==> config.mk <==
export PLATFORM = sky130hd
export DESIGN_NAME = aes_cipher_iter
export DESIGN_NICKNAME = d
export VERILOG_FILES = /design/src/rtl/aes_pkg.sv /design/src/rtl/aes_round.sv /design/src/rtl/aes_cipher_iter.sv
export SDC_FILE = /design/constraint.sdc
export NUM_CORES = 2
export LEC_CHECK = 0
export ABC_AREA = 1
export ABC_CLOCK_PERIOD_IN_PS = 2850
export BUFFER_PORTS_ARGS = -buffer_cell sky130_fd_sc_hd__buf_2
export CAP_MARGIN = 0
export CORE_ASPECT_RATIO = 1.4
export CORE_MARGIN = 2
export CORE_UTILIZATION = 40
export CTS_BUF_LIST = sky130_fd_sc_hd__clkbuf_8
export CTS_CLUSTER_DIAMETER = 80
export DETAILED_ROUTE_END_ITERATION = 16
export GPL_TIMING_DRIVEN = 0
export MAX_ROUTING_LAYER = met4
export PLACE_DENSITY = 0.56
export SETUP_SLACK_MARGIN = 0.1
export SLEW_MARGIN = 40
export SYNTH_ARGS = -nofsm -noshare
export SYNTH_HDL_FRONTEND = slang
export SYNTH_SLANG_ARGS = --single-unit
==> constraint.sdc <==
create_clock -name clk -period 2.85 [get_ports clk]
set_clock_uncertainty 0.1 [all_clocks]
set_input_delay 0 -clock clk [delete_from_list [all_inputs] [get_ports clk]]
set_output_delay 0 -clock clk [all_outputs]
set_load 0.005 [all_outputs]
==> src/rtl/aes_pkg.sv <==
// Shared AES types, constants and byte-level helpers.
// Used by the iterative cipher and its round datapath.
package aes_pkg;

    localparam int NK_AES128 = 4;
    localparam int NK_AES192 = 6;
    localparam int NK_AES256 = 8;

    typedef logic [0:127] block_t;

    typedef enum logic [1:0] {
        S_IDLE,
        S_ROUND,
        S_DONE
    } state_t;

    function automatic int nr_of(input int nk);
        return nk + 6;
    endfunction

    // Forward S-box, entry 0x00 first.
    localparam logic [0:2047] SBOX = {
        128'h637c777bf26b6fc53001672bfed7ab76,
        128'hca82c97dfa5947f0add4a2af9ca472c0,
        128'hb7fd9326363ff7cc34a5e5f171d83115,
        128'h04c723c31896059a071280e2eb27b275,
        128'h09832c1a1b6e5aa0523bd6b329e32f84,
        128'h53d100ed20fcb15b6acbbe394a4c58cf,
        128'hd0efaafb434d338545f9027f503c9fa8,
        128'h51a3408f929d38f5bcb6da2110fff3d2,
        128'hcd0c13ec5f974417c4a77e3d645d1973,
        128'h60814fdc222a908846eeb814de5e0bdb,
        128'he0323a0a4906245cc2d3ac629195e479,
        128'he7c8376d8dd54ea96c56f4ea657aae08,
        128'hba78252e1ca6b4c6e8dd741f4bbd8b8a,
        128'h703eb5664803f60e613557b986c11d9e,
        128'he1f8981169d98e949b1e87e9ce5528df,
        128'h8ca1890dbfe6426841992d0fb054bb16
    };

    function automatic logic [7:0] sbox(input logic [7:0] b);
        return SBOX[{b, 3'b000} +: 8];
    endfunction

    function automatic logic [7:0] xtime(input logic [7:0] b);
        return {b[6:0], 1'b0} ^ (b[7] ? 8'h1b : 8'h00);
    endfunction

endpackage

==> src/rtl/aes_round.sv <==
// One combinational AES round: SubBytes, ShiftRows, MixColumns, AddRoundKey.
// The last round skips MixColumns.
module aes_round
    import aes_pkg::*;
(
    input  block_t in_state,
    input  block_t rk,
    input  logic   is_final,
    output block_t out_state
);

    function automatic block_t sub_bytes(input block_t s);
        block_t o;
        for (int i = 0; i < 16; i++) begin
            o[8*i +: 8] = sbox(s[8*i +: 8]);
        end
        return o;
    endfunction

    // Row r of column c takes the byte from column (c + r) mod 4.
    function automatic block_t shift_rows(input block_t s);
        block_t o;
        for (int c = 0; c < 4; c++) begin
            for (int r = 0; r < 4; r++) begin
                o[8*(r + 4*c) +: 8] = s[8*(r + 4*((c + r) % 4)) +: 8];
            end
        end
        return o;
    endfunction

    function automatic block_t mix_columns(input block_t s);
        block_t     o;
        logic [7:0] a0, a1, a2, a3;
        for (int c = 0; c < 4; c++) begin
            a0 = s[32*c      +: 8];
            a1 = s[32*c + 8  +: 8];
            a2 = s[32*c + 16 +: 8];
            a3 = s[32*c + 24 +: 8];
            o[32*c      +: 8] = xtime(a0) ^ xtime(a1) ^ a1 ^ a2 ^ a3;
            o[32*c + 8  +: 8] = a0 ^ xtime(a1) ^ xtime(a2) ^ a2 ^ a3;
            o[32*c + 16 +: 8] = a0 ^ a1 ^ xtime(a2) ^ xtime(a3) ^ a3;
            o[32*c + 24 +: 8] = xtime(a0) ^ a0 ^ a1 ^ a2 ^ xtime(a3);
        end
        return o;
    endfunction

    block_t sr;
    block_t mc;

    always_comb begin
        sr        = shift_rows(sub_bytes(in_state));
        mc        = mix_columns(sr);
        out_state = (is_final ? sr : mc) ^ rk;
    end

endmodule

==> src/rtl/aes_cipher_iter.sv <==
// Iterative AES encryptor: one state register, one round datapath reused NR times.
// Round keys are fetched from an external store addressed by rk_idx.
module aes_cipher_iter
    import aes_pkg::*;
#(
    parameter int NK    = 4,
    parameter int RKI_W = 4
) (
    input  logic             clk,
    input  logic             rst,
    input  logic             in_valid,
    output logic             in_ready,
    input  logic [0:127]     in_block,
    output logic [RKI_W-1:0] rk_idx,
    input  logic [0:127]     rk_data,
    output logic             out_valid,
    input  logic             out_ready,
    output logic [0:127]     out_block,
    output logic             busy
);

    localparam int NR = nr_of(NK);
    localparam logic [RKI_W-1:0] RND_LAST = RKI_W'(NR);

    generate
        if (!(NK == NK_AES128 || NK == NK_AES192 || NK == NK_AES256)) begin : g_bad_nk
            $error("aes_cipher_iter: NK must be 4, 6 or 8");
        end
        if (NR >= (1 << RKI_W)) begin : g_bad_rki
            $error("aes_cipher_iter: RKI_W too narrow for NR");
        end
    endgenerate

    state_t           state, state_n;
    logic [RKI_W-1:0] rnd, rnd_n;
    block_t           st, st_n;
    block_t           round_out;

    aes_round u_round (
        .in_state (st),
        .rk       (rk_data),
        .is_final (rnd == RND_LAST),
        .out_state(round_out)
    );

    always_ff @(posedge clk) begin
        if (rst) begin
            state <= S_IDLE;
            rnd   <= '0;
            st    <= '0;
        end else begin
            state <= state_n;
            rnd   <= rnd_n;
            st    <= st_n;
        end
    end

    always_comb begin
        state_n = state;
        rnd_n   = rnd;
        st_n    = st;
        unique case (state)
            S_IDLE: begin
                if (in_valid) begin
                    st_n    = in_block ^ rk_data;
                    rnd_n   = RKI_W'(1);
                    state_n = S_ROUND;
                end
            end
            S_ROUND: begin
                st_n = round_out;
                if (rnd == RND_LAST) begin
                    rnd_n   = '0;
                    state_n = S_DONE;
                end else begin
                    rnd_n = rnd + 1'b1;
                end
            end
            S_DONE: begin
                if (out_ready) state_n = S_IDLE;
            end
            default: state_n = S_IDLE;
        endcase
    end

    // Outputs depend only on registered state, never on the input block.
    assign in_ready  = (state == S_IDLE);
    assign out_valid = (state == S_DONE);
    assign busy      = (state != S_IDLE);
    assign rk_idx    = (state == S_ROUND) ? rnd : '0;
    assign out_block = st;

endmodule
==> results of run 1 <==
per-stage QoR:
step,std cells,area (sq um)
4_1_cts,17700,88200
2_1_floorplan,14400,67400
3_5_place_dp,17000,72300
3_3_place_gp,17000,72200
metal layers:
layer  GRT overflow  global-route usage, %
met1              2                   71.8
met2             80                   89.7
met3              1                   58.1
met4             86                   66.9
met5              -                      -
kinds of logic after synthesis:
group	count (synthesis)	share of synthesized area (%)
compound gates	1482	12.2
buf+inv	1855	11.7
simple gates	10600	67.3
xor+xnor	26	0.351
flops	134	4.01
fa+ha+maj	235	4.39
what timing repair did:
item	CTS
endpoints found under the hold margin	133
pin swaps	481
buffers inserted	393
cloned	8
hold buffers	259
endpoints found under the setup margin	129
gates resized for setup	2711
==> run_summary.xml, run 1 <==
<?xml version="1.0" encoding="UTF-8"?>
<metrics>
  <group name="logic_synthesis">
    <metric name="synth_nets" unit="">14900</metric>
    <metric name="ys_seq_elements" unit="">134</metric>
    <metric name="post_synthesis_cells" unit="">14400</metric>
    <metric name="synth_enable_flop_cells" unit="">0</metric>
    <metric name="dominantRegCellSynth" unit="">sky130_fd_sc_hd__dfxtp_1</metric>
    <metric name="synth_top_cells_by_area" unit="">sky130_fd_sc_hd__nand2_1 34%, sky130_fd_sc_hd__nand3_1 26%, sky130_fd_sc_hd__inv_1 5.1%, sky130_fd_sc_hd__nor2_1 4.8%, sky130_fd_sc_hd__ha_1 4.4%</metric>
    <metric name="ys_async_sr_fraction" unit="%">0</metric>
    <metric name="netlist.top_cell.by_area" unit="">sky130_fd_sc_hd__nand2_1</metric>
    <metric name="synthesis.yosys.warnings" unit="">0</metric>
    <metric name="synthesis.area_per_instance" unit="sq um">4.66</metric>
    <metric name="synth_largest_type_area_fraction" unit="%">33.6</metric>
    <metric name="share_of_the_yosys_chip_area_belonging_to_registers" unit="%">4.01</metric>
    <metric name="synthMostInstantiatedCell" unit="">sky130_fd_sc_hd__nand2_1</metric>
    <metric name="netlist_top_cells_count" unit="">5997 x sky130_fd_sc_hd__nand2_1, 3517 x sky130_fd_sc_hd__nand3_1, 908 x sky130_fd_sc_hd__inv_1</metric>
    <metric name="post_synth_num_cell_types" unit="">49</metric>
    <metric name="syn_area" unit="sq um">67000</metric>
  </group>
  <group name="floorplan">
    <metric name="chipWidth" unit="microns">350</metric>
    <metric name="initial_core_util" unit="%">40.3</metric>
    <metric name="core.rowCount" unit="">177</metric>
    <metric name="die-height" unit="microns">488</metric>
    <metric name="ioPinCount" unit="">395</metric>
  </group>
  <group name="clocking">
    <metric name="cts_max_path_buffers" unit="">2</metric>
    <metric name="clock_tree.htree_level_count" unit="">4</metric>
    <metric name="root_buffer" unit="">sky130_fd_sc_hd__clkbuf_8</metric>
    <metric name="cts_buffers" unit="">17</metric>
    <metric name="clk_sink_count" unit="">134</metric>
  </group>
  <group name="placed_design">
    <metric name="place.gp.congestion" unit="">1.36</metric>
    <metric name="place_hpwl" unit="mm">417</metric>
    <metric name="post_place_setup_slack" unit="ps">-1810</metric>
    <metric name="port_buffers" unit="">394</metric>
  </group>
  <group name="global_routing">
    <metric name="track_usage" unit="%">73.3</metric>
    <metric name="grt_start_max_net_pins" unit="">17</metric>
    <metric name="globalRouteOverflowTotal" unit="">169</metric>
    <metric name="grt_pass1_wl" unit="mm">902</metric>
    <metric name="first_global_vias" unit="">123000</metric>
  </group>
  <group name="outcome">
    <metric name="stop_error" unit="">[ERROR GRT-0116] Global routing finished with congestion. Check the congestion regions in the DRC Viewer.</metric>
    <metric name="outcome" unit="">aborted with a tool error</metric>
    <metric name="lastStage" unit="">5_1_grt</metric>
  </group>
</metrics>
==> run 2, diff against run 1 <==
==> config.mk (replaced) <==
export PLATFORM = sky130hd
export DESIGN_NAME = aes_cipher_iter
export DESIGN_NICKNAME = d
export VERILOG_FILES = /design/src/rtl/aes_pkg.sv /design/src/rtl/aes_round.sv /design/src/rtl/aes_cipher_iter.sv
export SDC_FILE = /design/constraint.sdc
export NUM_CORES = 2
export LEC_CHECK = 0
export ABC_AREA = 1
export ABC_CLOCK_PERIOD_IN_PS = 3700
export BUFFER_PORTS_ARGS = -buffer_cell sky130_fd_sc_hd__buf_2
export CAP_MARGIN = 0
export CORE_MARGIN = 2
export CORE_UTILIZATION = 25
export DETAILED_ROUTE_END_ITERATION = 16
export GPL_TIMING_DRIVEN = 0
export PLACE_DENSITY_LB_ADDON = 0.15
export SLEW_MARGIN = 40
export SYNTH_ARGS = -nofsm -noshare
export SYNTH_HDL_FRONTEND = slang
export SYNTH_SLANG_ARGS = --single-unit
==> constraint.sdc (replaced) <==
create_clock -name clk -period 3.7 [get_ports clk]
set_clock_uncertainty 0.1 [all_clocks]
set_input_delay 0 -clock clk [delete_from_list [all_inputs] [get_ports clk]]
set_output_delay 0 -clock clk [all_outputs]
set_load 0.005 [all_outputs]
==> run 2 against run 1 <==
Compared with the run above: the flow now finishes, with violations (negative hold slack, negative setup slack); area after synthesis unchanged; synthesized cell count unchanged.
==> run_summary.xml, run 2 <==
<?xml version="1.0" encoding="UTF-8"?>
<metrics>
  <group name="clocking">
    <metric name="cts_tree" unit="">built</metric>
    <metric name="clock_pin_slew_on_the_worst_setup_and_hold_paths" unit="ps">100</metric>
    <metric name="cts_buffers" unit="">21</metric>
    <metric name="cts_max_path_buffers" unit="">3</metric>
    <metric name="clk_sink_count" unit="">134</metric>
    <metric name="latest_clock_arrival_within_the_worst_skew_pair" unit="ps">650</metric>
    <metric name="clock_tree.htree_level_count" unit="">4</metric>
    <metric name="root_buffer" unit="">sky130_fd_sc_hd__clkbuf_16</metric>
  </group>
  <group name="logic_synthesis">
    <metric name="share_of_the_yosys_chip_area_belonging_to_registers" unit="%">4.01</metric>
    <metric name="synthesis.area_per_instance" unit="sq um">4.66</metric>
    <metric name="netlist_top_cells_count" unit="">5997 x sky130_fd_sc_hd__nand2_1, 3517 x sky130_fd_sc_hd__nand3_1, 908 x sky130_fd_sc_hd__inv_1</metric>
    <metric name="post_synth_num_cell_types" unit="">49</metric>
    <metric name="synth_largest_type_area_fraction" unit="%">33.6</metric>
    <metric name="synthesis.yosys.warnings" unit="">0</metric>
    <metric name="ys_async_sr_fraction" unit="%">0</metric>
    <metric name="synth_nets" unit="">14900</metric>
    <metric name="synth_enable_flop_cells" unit="">0</metric>
    <metric name="netlist.top_cell.by_area" unit="">sky130_fd_sc_hd__nand2_1</metric>
    <metric name="synth_top_cells_by_area" unit="">sky130_fd_sc_hd__nand2_1 34%, sky130_fd_sc_hd__nand3_1 26%, sky130_fd_sc_hd__inv_1 5.1%, sky130_fd_sc_hd__nor2_1 4.8%, sky130_fd_sc_hd__ha_1 4.4%</metric>
    <metric name="ys_seq_elements" unit="">134</metric>
    <metric name="dominantRegCellSynth" unit="">sky130_fd_sc_hd__dfxtp_1</metric>
    <metric name="synthMostInstantiatedCell" unit="">sky130_fd_sc_hd__nand2_1</metric>
    <metric name="post_synthesis_cells" unit="">14400</metric>
    <metric name="syn_area" unit="sq um">67000</metric>
  </group>
  <group name="critical_path">
    <metric name="worstPathArrival" unit="ps">4370</metric>
    <metric name="critical_path.endpoint_type" unit="">flop</metric>
    <metric name="criticalPathCategory" unit="">flop to flop</metric>
    <metric name="timing.critical_path.required" unit="ps">4140</metric>
    <metric name="critical_path.startpoint_type" unit="">flop</metric>
    <metric name="critPathMaxFanout" unit="">8</metric>
  </group>
  <group name="timing">
    <metric name="final-setup-viol-count" unit="">14</metric>
    <metric name="rsz_0062_raised_after_global_routing" unit="">true</metric>
    <metric name="fin_worst_hold_slack" unit="ps">-8.83</metric>
    <metric name="timing.final.crit_period" unit="ps">3930</metric>
    <metric name="worst_slack" unit="ps">-233</metric>
    <metric name="final_clock_period_utilization_by_the_worst_path" unit="%">106</metric>
    <metric name="max_slew_margin" unit="%">24.1</metric>
    <metric name="worst_pin_slew" unit="ps">1130</metric>
    <metric name="fmaxAchievable" unit="MHz">254</metric>
    <metric name="final-max-slew-violation-count" unit="">0</metric>
    <metric name="timing_hold_violations_final" unit="">1</metric>
  </group>
  <group name="global_routing">
    <metric name="grt_start_max_net_pins" unit="">17</metric>
    <metric name="globalRouteOverflowTotal" unit="">0</metric>
    <metric name="grt_pass1_wl" unit="mm">837</metric>
    <metric name="track_usage" unit="%">42.7</metric>
    <metric name="first_global_vias" unit="">105000</metric>
    <metric name="grt_antenna_before_repair" unit="">44</metric>
  </group>
  <group name="outcome">
    <metric name="outcome" unit="">finished, violations left</metric>
    <metric name="failed_checks" unit="">negative hold slack, negative setup slack</metric>
  </group>
  <group name="final_layout">
    <metric name="nFillCells" unit="">31900</metric>
    <metric name="largest_register_ffs" unit="">128</metric>
    <metric name="drive_gt1_share" unit="%">19.6</metric>
    <metric name="mostFrequentLayoutCells" unit="">5354 x sky130_fd_sc_hd__nand2_1, 3233 x sky130_fd_sc_hd__nand3_1, 813 x sky130_fd_sc_hd__inv_1, 707 x sky130_fd_sc_hd__buf_2, 676 x sky130_fd_sc_hd__nor2_1</metric>
    <metric name="stdcell_count" unit="">19000</metric>
    <metric name="syn2layout_area_growth" unit="%">31.3</metric>
    <metric name="utilization_of_the_core_after_routing" unit="%">32.9</metric>
    <metric name="mostFrequentLayoutCell" unit="">sky130_fd_sc_hd__nand2_1</metric>
    <metric name="num-nets-final" unit="">15900</metric>
  </group>
  <group name="route">
    <metric name="dr.pass1.iters" unit="">8</metric>
    <metric name="routed_wire_length_per_instance" unit="microns">32.5</metric>
    <metric name="count_of_routing_violations_after_the_opening_detailed_route_iteration" unit="">17100</metric>
    <metric name="detail_route.vias_per_cell" unit="">6.04</metric>
    <metric name="vias" unit="">115000</metric>
    <metric name="detail_route.drc_violations" unit="">0</metric>
    <metric name="detail_route.wirelength" unit="mm">617</metric>
    <metric name="postRouteAntennaNets" unit="">0</metric>
  </group>
  <group name="floorplan">
    <metric name="die-area" unit="sq um">272000</metric>
    <metric name="chipWidth" unit="microns">522</metric>
    <metric name="core.rowCount" unit="">190</metric>
    <metric name="ioPinCount" unit="">395</metric>
    <metric name="die-height" unit="microns">522</metric>
    <metric name="initial_core_util" unit="%">25.1</metric>
    <metric name="design.core.area" unit="sq um">267000</metric>
  </group>
  <group name="pwr">
    <metric name="ir_drop" unit="uV">274</metric>
    <metric name="pwr_density_cell" unit="nW/um^2">590</metric>
    <metric name="power_leakage" unit="nW">45.5</metric>
  </group>
  <group name="placed_design">
    <metric name="place_hpwl" unit="mm">477</metric>
    <metric name="port_buffers" unit="">394</metric>
    <metric name="place_inst" unit="">18300</metric>
    <metric name="place.gp.congestion" unit="">1.10</metric>
  </group>
  <group name="hold_path">
    <metric name="holdCritPathClass" unit="">input pin to flop</metric>
  </group>
  <group name="run">
    <metric name="cap_viol_max_count" unit="">0</metric>
  </group>
</metrics>
[run 2: cell counts after synthesis]
Identical to the previous run, type by type.
[run 2: kinds of logic (layout without fill, tap and decap cells)]
| family | after synthesis | count (layout) | share of synthesized area [%] |
|---|---|---|---|
| xor+xnor | 26 | 26 | 0.351 |
| compound gates | 1482 | 1482 | 12.2 |
| flops | 134 | 134 | 4.01 |
| fa+ha+maj | 235 | 235 | 4.39 |
| buf+inv | 1855 | 2887 | 11.7 |
| simple gates | 10600 | 10600 | 67.3 |
| other cells | 0 | 17 | 0 |
[run 2: timing repair]
item                                     CTS  global route
endpoints found under the hold margin    130             1
buffers inserted                         143           208
hold buffers                             235             1
pin swaps                                 52           239
gates resized for setup                 1084          1214
gates cloned                               0             8
endpoints found under the setup margin   128           125
[run 2: final timing paths]
check	startpoint	endpoint	slack, ps	cells after the start
worst max register to register	out_block[54]	out_block[124]	-230	19
worst min-delay path	in_block[4]	out_block[4]	-9	6
worst min register to register	rnd[2]	rnd[2]	460	2
worst max-delay path	out_block[54]	out_block[124]	-230	19
[run 2: worst max-delay path, stage by stage (launching register included)]
cell and delay, ps:
sky130_fd_sc_hd__dfxtp_4 390, sky130_fd_sc_hd__buf_4 270, sky130_fd_sc_hd__ha_1 240, sky130_fd_sc_hd__nor2_2 130, sky130_fd_sc_hd__o21ai_0 910, sky130_fd_sc_hd__nand4_1 270
sky130_fd_sc_hd__nand3_1 200, sky130_fd_sc_hd__nand2_1 70, sky130_fd_sc_hd__nand2_1 100, sky130_fd_sc_hd__nand2_4 110, sky130_fd_sc_hd__nand3_1 120, sky130_fd_sc_hd__nand2_1 90
sky130_fd_sc_hd__inv_1 60, sky130_fd_sc_hd__nand2_1 50, sky130_fd_sc_hd__nand2_1 50, sky130_fd_sc_hd__nand2_1 110, sky130_fd_sc_hd__nand3_1 180, sky130_fd_sc_hd__nand3_4 180
sky130_fd_sc_hd__nand2_4 140, sky130_fd_sc_hd__inv_1 40
[run 2: cell type report]
type | count | area (sq um) | share of cell area [%]
Antenna cell | 17 | 42.5 | 0.0484
Buffer | 847 | 4630 | 5.27
Clock buffer | 26 | 574 | 0.653
Clock inverter | 7 | 68.8 | 0.0783
Inverter | 1006 | 4000 | 4.55
Multi-Input combinational cell | 12400 | 63600 | 72.3
Sequential cell | 134 | 2840 | 3.23
Tap cell | 3552 | 4440 | 5.05
Timing Repair Buffer | 1001 | 7770 | 8.83
[run 2: power by group]
| group | internal, W | leakage [nW] | total [W] | switching [W] |
|---|---|---|---|---|
| logic | 0.0132 | 44.0 | 0.0473 | 0.0341 |
| clock network | 0.00118 | 0.314 | 0.00247 | 0.00129 |
| registers | 0.00167 | 1.14 | 0.00213 | 0.000461 |
| total | 0.0160 | 45.5 | 0.0519 | 0.0359 |
[run 2: stage by stage]
step	instance area [sq um]	power, W	setup TNS [ps]	worst slack [ps]
after floorplan	67000	0.0254	0	635
after global placement	73400	0.0420	-198660	-2260
after detailed placement	74000	0.0411	-158280	-1830
after CTS	81700	0.0463	-26.8	-25.2
after global routing	87900	0.0542	-1830	-263
final	87900	0.0519	-916	-233
[run 2: metal layers]
| metal | GRT usage, % | routed length (microns) | up-vias |
|---|---|---|---|
| met5 | 0 | 142 | - |
| met4 | 31.8 | 59600 | 20 |
| met3 | 9.39 | 67800 | 2452 |
| met2 | 64.3 | 255000 | 8827 |
| met1 | 53.2 | 235000 | 53800 |
| li1 | - | - | 49400 |
Note: power is estimated with default switching activity, not from simulation.
